[src/rtl/stream_register_slice.sv]
// stream_register_slice: two-entry valid/ready register slice (main + skid).
// Every handshake output and the payload come straight from flops; one transfer per cycle.
`default_nettype none

module stream_register_slice #(
  parameter int DataWidth = 8
) (
  input  logic                 clk,
  input  logic                 rst,
  input  logic                 in_valid,
  output logic                 in_ready,
  input  logic [DataWidth-1:0] in_data,
  output logic                 out_valid,
  input  logic                 out_ready,
  output logic [DataWidth-1:0] out_data,
  output logic [1:0]           occupancy
);

  typedef enum logic [1:0] {
    EMPTY = 2'd0,
    ONE   = 2'd1,
    FULL  = 2'd2
  } state_t;

  state_t               state;
  state_t               state_next;
  logic                 ready_q;
  logic [DataWidth-1:0] main_q;
  logic [DataWidth-1:0] skid_q;
  logic                 in_fire;
  logic                 out_fire;
  logic                 load_main_in;
  logic                 load_main_skid;
  logic                 load_skid;

  assign in_fire   = in_valid & ready_q;
  assign out_fire  = out_valid & out_ready;
  assign in_ready  = ready_q;
  assign out_valid = (state != EMPTY);
  assign out_data  = main_q;
  assign occupancy = (state == FULL) ? 2'd2 : ((state == ONE) ? 2'd1 : 2'd0);

  // Ready is its own flop so it can sit low through reset and rise on the first clean edge.
  always_ff @(posedge clk or posedge rst) begin
    if (rst) begin
      state   <= EMPTY;
      ready_q <= 1'b0;
    end else begin
      state   <= state_next;
      ready_q <= (state_next != FULL);
    end
  end

  always_comb begin
    state_next     = state;
    load_main_in   = 1'b0;
    load_main_skid = 1'b0;
    load_skid      = 1'b0;
    case (state)
      EMPTY: begin
        if (in_fire) begin
          state_next   = ONE;
          load_main_in = 1'b1;
        end
      end
      ONE: begin
        if (in_fire && out_fire) begin
          load_main_in = 1'b1;
        end else if (in_fire) begin
          state_next = FULL;
          load_skid  = 1'b1;
        end else if (out_fire) begin
          state_next = EMPTY;
        end
      end
      FULL: begin
        if (out_fire) begin
          state_next     = ONE;
          load_main_skid = 1'b1;
        end
      end
      default: begin
        state_next = EMPTY;
      end
    endcase
  end

  always_ff @(posedge clk or posedge rst) begin
    if (rst) begin
      main_q <= '0;
      skid_q <= '0;
    end else begin
      if (load_main_in) begin
        main_q <= in_data;
      end else if (load_main_skid) begin
        main_q <= skid_q;
      end
      if (load_skid) begin
        skid_q <= in_data;
      end
    end
  end

endmodule

`default_nettype wire

[config.mk]
export PLATFORM = sky130hd
export DESIGN_NAME = stream_register_slice
export DESIGN_NICKNAME = d
export VERILOG_FILES = /design/src/rtl/stream_register_slice.sv
export SDC_FILE = /design/constraint.sdc
export NUM_CORES = 1
export LEC_CHECK = 0
export ABC_AREA = 0
export BUFFER_PORTS_ARGS = -buffer_cell sky130_fd_sc_hd__buf_2
export CORE_MARGIN = 2
export CORE_UTILIZATION = 54
export CTS_CLUSTER_SIZE = 14
export DETAILED_ROUTE_END_ITERATION = 8
export GPL_ROUTABILITY_DRIVEN = 0
export PLACE_DENSITY = 0.88
export SLEW_MARGIN = 30
export SYNTH_ARGS = -nofsm -noshare
export SYNTH_HDL_FRONTEND = slang
export SYNTH_SLANG_ARGS = --single-unit
[constraint.sdc]
create_clock -name clk -period 2.2 [get_ports clk]
set_input_delay 0.44 -clock clk [delete_from_list [all_inputs] [get_ports clk]]
set_output_delay 0.44 -clock clk [all_outputs]
set_load 0.1 [all_outputs]
==> results.py <==
metrics = {
    "global_routing": {
        "grt_max_degree": 20,
        "globalRouteOverflowTotal": 0,
        "initial_antenna_violation_count": 0,
        "grt_pass1_wl_um": 2525,
        "grt_use_total_pct": 17.45,
        "number_of_global_route_vias_before_repair": 570,
    },
    "critical_path": {
        "end_kind": "primary output",
        "timing.critical_path.required_ps": 1760,
        "critPathArrivalTime_ps": 1470,
        "path_max_fanout": 8,
        "ff2ff_path_depth": 3,
        "timing_worst_setup_path_type": "flop to primary output",
        "timing.critical_path.from_type": "flop",
    },
    "clocking": {
        "tritoncts_clock_tree": "built",
        "cts_htree_levels": 1,
        "cts_inserted_buffers": 3,
        "clk_transition_reported_paths_ps": 110,
        "ctsRootBufferMaster": "sky130_fd_sc_hd__clkbuf_4",
        "clock_tree.buffer_depth": 2,
        "post_cts_hold_buffer_count": 0,
        "insertion_delay_to_the_later_sink_of_the_worst_skew_pair_ps": 290,
        "tritoncts_num_sinks": 19,
        "cts_resized": 0,
        "post_cts_buffers": 0,
    },
    "timing": {
        "rsz_0062_raised_after_global_routing": "false",
        "max_clock_freq_mhz": 523.4,
        "clock-skew-final_ps": 4.413,
        "finalCritPeriodShare_pct": 86.85,
        "tns_ps": 0,
        "worst_slew_margin_rel_pct": 53.48,
        "period_minus_slack_ps": 1911,
        "maxSlewViolCount": 0,
        "worst-slew-pin-transition_ps": 697.1,
        "setup_viol_count_final": 0,
        "timing_hold_violations_final": 0,
    },
    "cells_and_area": {
        "fraction_of_final_layout_cells_sized_beyond_drive_strength_1_pct": 63.22,
        "top_library_cells_by_usage_in_the_layout_fill_and_taps_aside": "sky130_fd_sc_hd__buf_2 (23), sky130_fd_sc_hd__dfrtp_1 (19), sky130_fd_sc_hd__mux2_2 (15)",
        "mostFrequentLayoutCell": "sky130_fd_sc_hd__buf_2",
        "finalNonFillerCells": 103,
        "flow.area_growth_from_synthesis_pct": 17.24,
        "nets": 100,
        "n_antenna_cell": 0,
    },
    "floorplan": {
        "fp.dieW_um": 45.16,
        "boundaryPins": 24,
        "core_area_um2": 1541,
        "die-height_um": 45.16,
        "starting_utilization_of_the_core_area_pct": 59.33,
        "dieArea_um2": 2039,
        "row_count": 14,
    },
    "synthesis": {
        "synth.yosys.seq_area_share_pct": 51.98,
        "postSynthRegisterBits": 19,
        "netlist_area_um2": 914.6,
        "synthesis.yosys.warnings": 0,
        "synthDistinctLibCells": 18,
        "synthDominantAreaCellType": "sky130_fd_sc_hd__dfrtp_1",
        "synth_top_area_share_pct": 51.98,
        "syn-mean-instance-area_um2": 14.99,
        "postSynthCellCount": 61,
        "synth_top_cells_by_area": "sky130_fd_sc_hd__dfrtp_1 (52%), sky130_fd_sc_hd__mux2_2 (18%), sky130_fd_sc_hd__mux2_4 (9.8%)",
        "synth_fp_nets": 73,
    },
    "detailed_routing": {
        "post_drt_wl_per_cell_um": 14.17,
        "detailedRoute.firstPassIterationCount": 2,
        "vias_per_cell": 5.485,
        "drtIter0Drc": 3,
        "post_detailed_route_drc_marker_count": 0,
        "antenna_violating_nets_post_route": 0,
        "vias": 565,
        "route.final.wire_length_um": 1460,
    },
    "flow_run": {
        "max_cap_viol_count": 0,
    },
    "worst_hold_path": {
        "hold_class": "primary input to asynchronous set/reset pin",
    },
    "placed_design": {
        "port_buffers": 23,
        "dp_hpwl_um": 1087,
        "dp.cells": 99,
    },
    "outcome": {
        "run_status": "finished clean",
    },
}
==> metrics by stage <==
step / hold slack [ps] / utilization (%) / setup WS [ps] / instance area (µm²)
after CTS: 254.7 / 69.56 / 273.5 / 1072
after floorplan: 391.1 / - / 193.4 / 917.1
after detailed placement: 495.4 / 67.78 / 599.2 / 1045
after global routing: 290.4 / 69.56 / 214.7 / 1072
after global placement: 484.1 / 67.78 / 621.3 / 1045
final: 232.1 / 69.56 / 289.4 / 1072
==> worst max-delay path, cell delays in order (launching register included) <==
cell and delay (ps):
sky130_fd_sc_hd__dfrtp_1 570, sky130_fd_sc_hd__and2b_1 190, sky130_fd_sc_hd__buf_2 420
==> cells by family (layout without fill, tap and decap cells) <==
family	count (synthesis)	count (layout)	share of synthesized area [%]
and+or+nand+nor	11	11	11.35
DFF	19	19	51.98
muxes	25	25	33.24
buffers and inverters	3	29	1.642
AOI/OAI and AO/OA	3	3	1.779
==> path summary, 6_finish.rpt <==
check                           start      endpoint  slack [ps]
max                          state[1]  occupancy[1]         290
min                               rst   out_data[2]         230
max reg2reg                  state[1]   out_data[6]         740
min reg2reg                 skid_q[6]     skid_q[6]         520
max in group asynchronous         rst   out_data[6]        1530
min in group clk           in_data[4]   out_data[4]         390
==> cell type report <==
| type | count | area [µm²] |
|---|---|---|
| inverters | 2 | 7.507 |
| multi-input cells | 39 | 426.7 |
| clock inverters | 1 | 5.005 |
| well taps | 16 | 20.02 |
| flip-flops and latches | 19 | 475.5 |
| fillers | 124 | 469.2 |
| clock buffers | 3 | 22.52 |
| repair buffers | 23 | 115.1 |
==> sequential cells by signal (all words and copies together), names as in the netlist <==
register / count
state: 2
in_ready: 1
out_data: 8
skid_q: 8
==> cell usage after synthesis <==
library cell	instances
sky130_fd_sc_hd__a21oi_1	2
sky130_fd_sc_hd__and2b_1	1
sky130_fd_sc_hd__and3b_1	1
sky130_fd_sc_hd__buf_4	1
sky130_fd_sc_hd__dfrtp_1	19
sky130_fd_sc_hd__inv_1	2
sky130_fd_sc_hd__mux2_1	4
sky130_fd_sc_hd__mux2_2	15
sky130_fd_sc_hd__mux2_4	6
sky130_fd_sc_hd__nand2_1	1
sky130_fd_sc_hd__nand2_4	1
sky130_fd_sc_hd__nand2b_4	1
sky130_fd_sc_hd__nand3b_4	1
sky130_fd_sc_hd__nor2_1	1
sky130_fd_sc_hd__nor2b_1	1
sky130_fd_sc_hd__nor3_4	1
sky130_fd_sc_hd__o22ai_1	1
sky130_fd_sc_hd__or2_2	2
==> layer usage <==
metal / global-route usage (%) / routed length (µm)
met5: 0 / 0
met2: 27.71 / 700
met1: 23.10 / 673
met3: 2.800 / 76
met4: 8.824 / 9
Power is not shown: default switching activity piles up to over one toggle a cycle in this logic, so the estimate is an artifact.
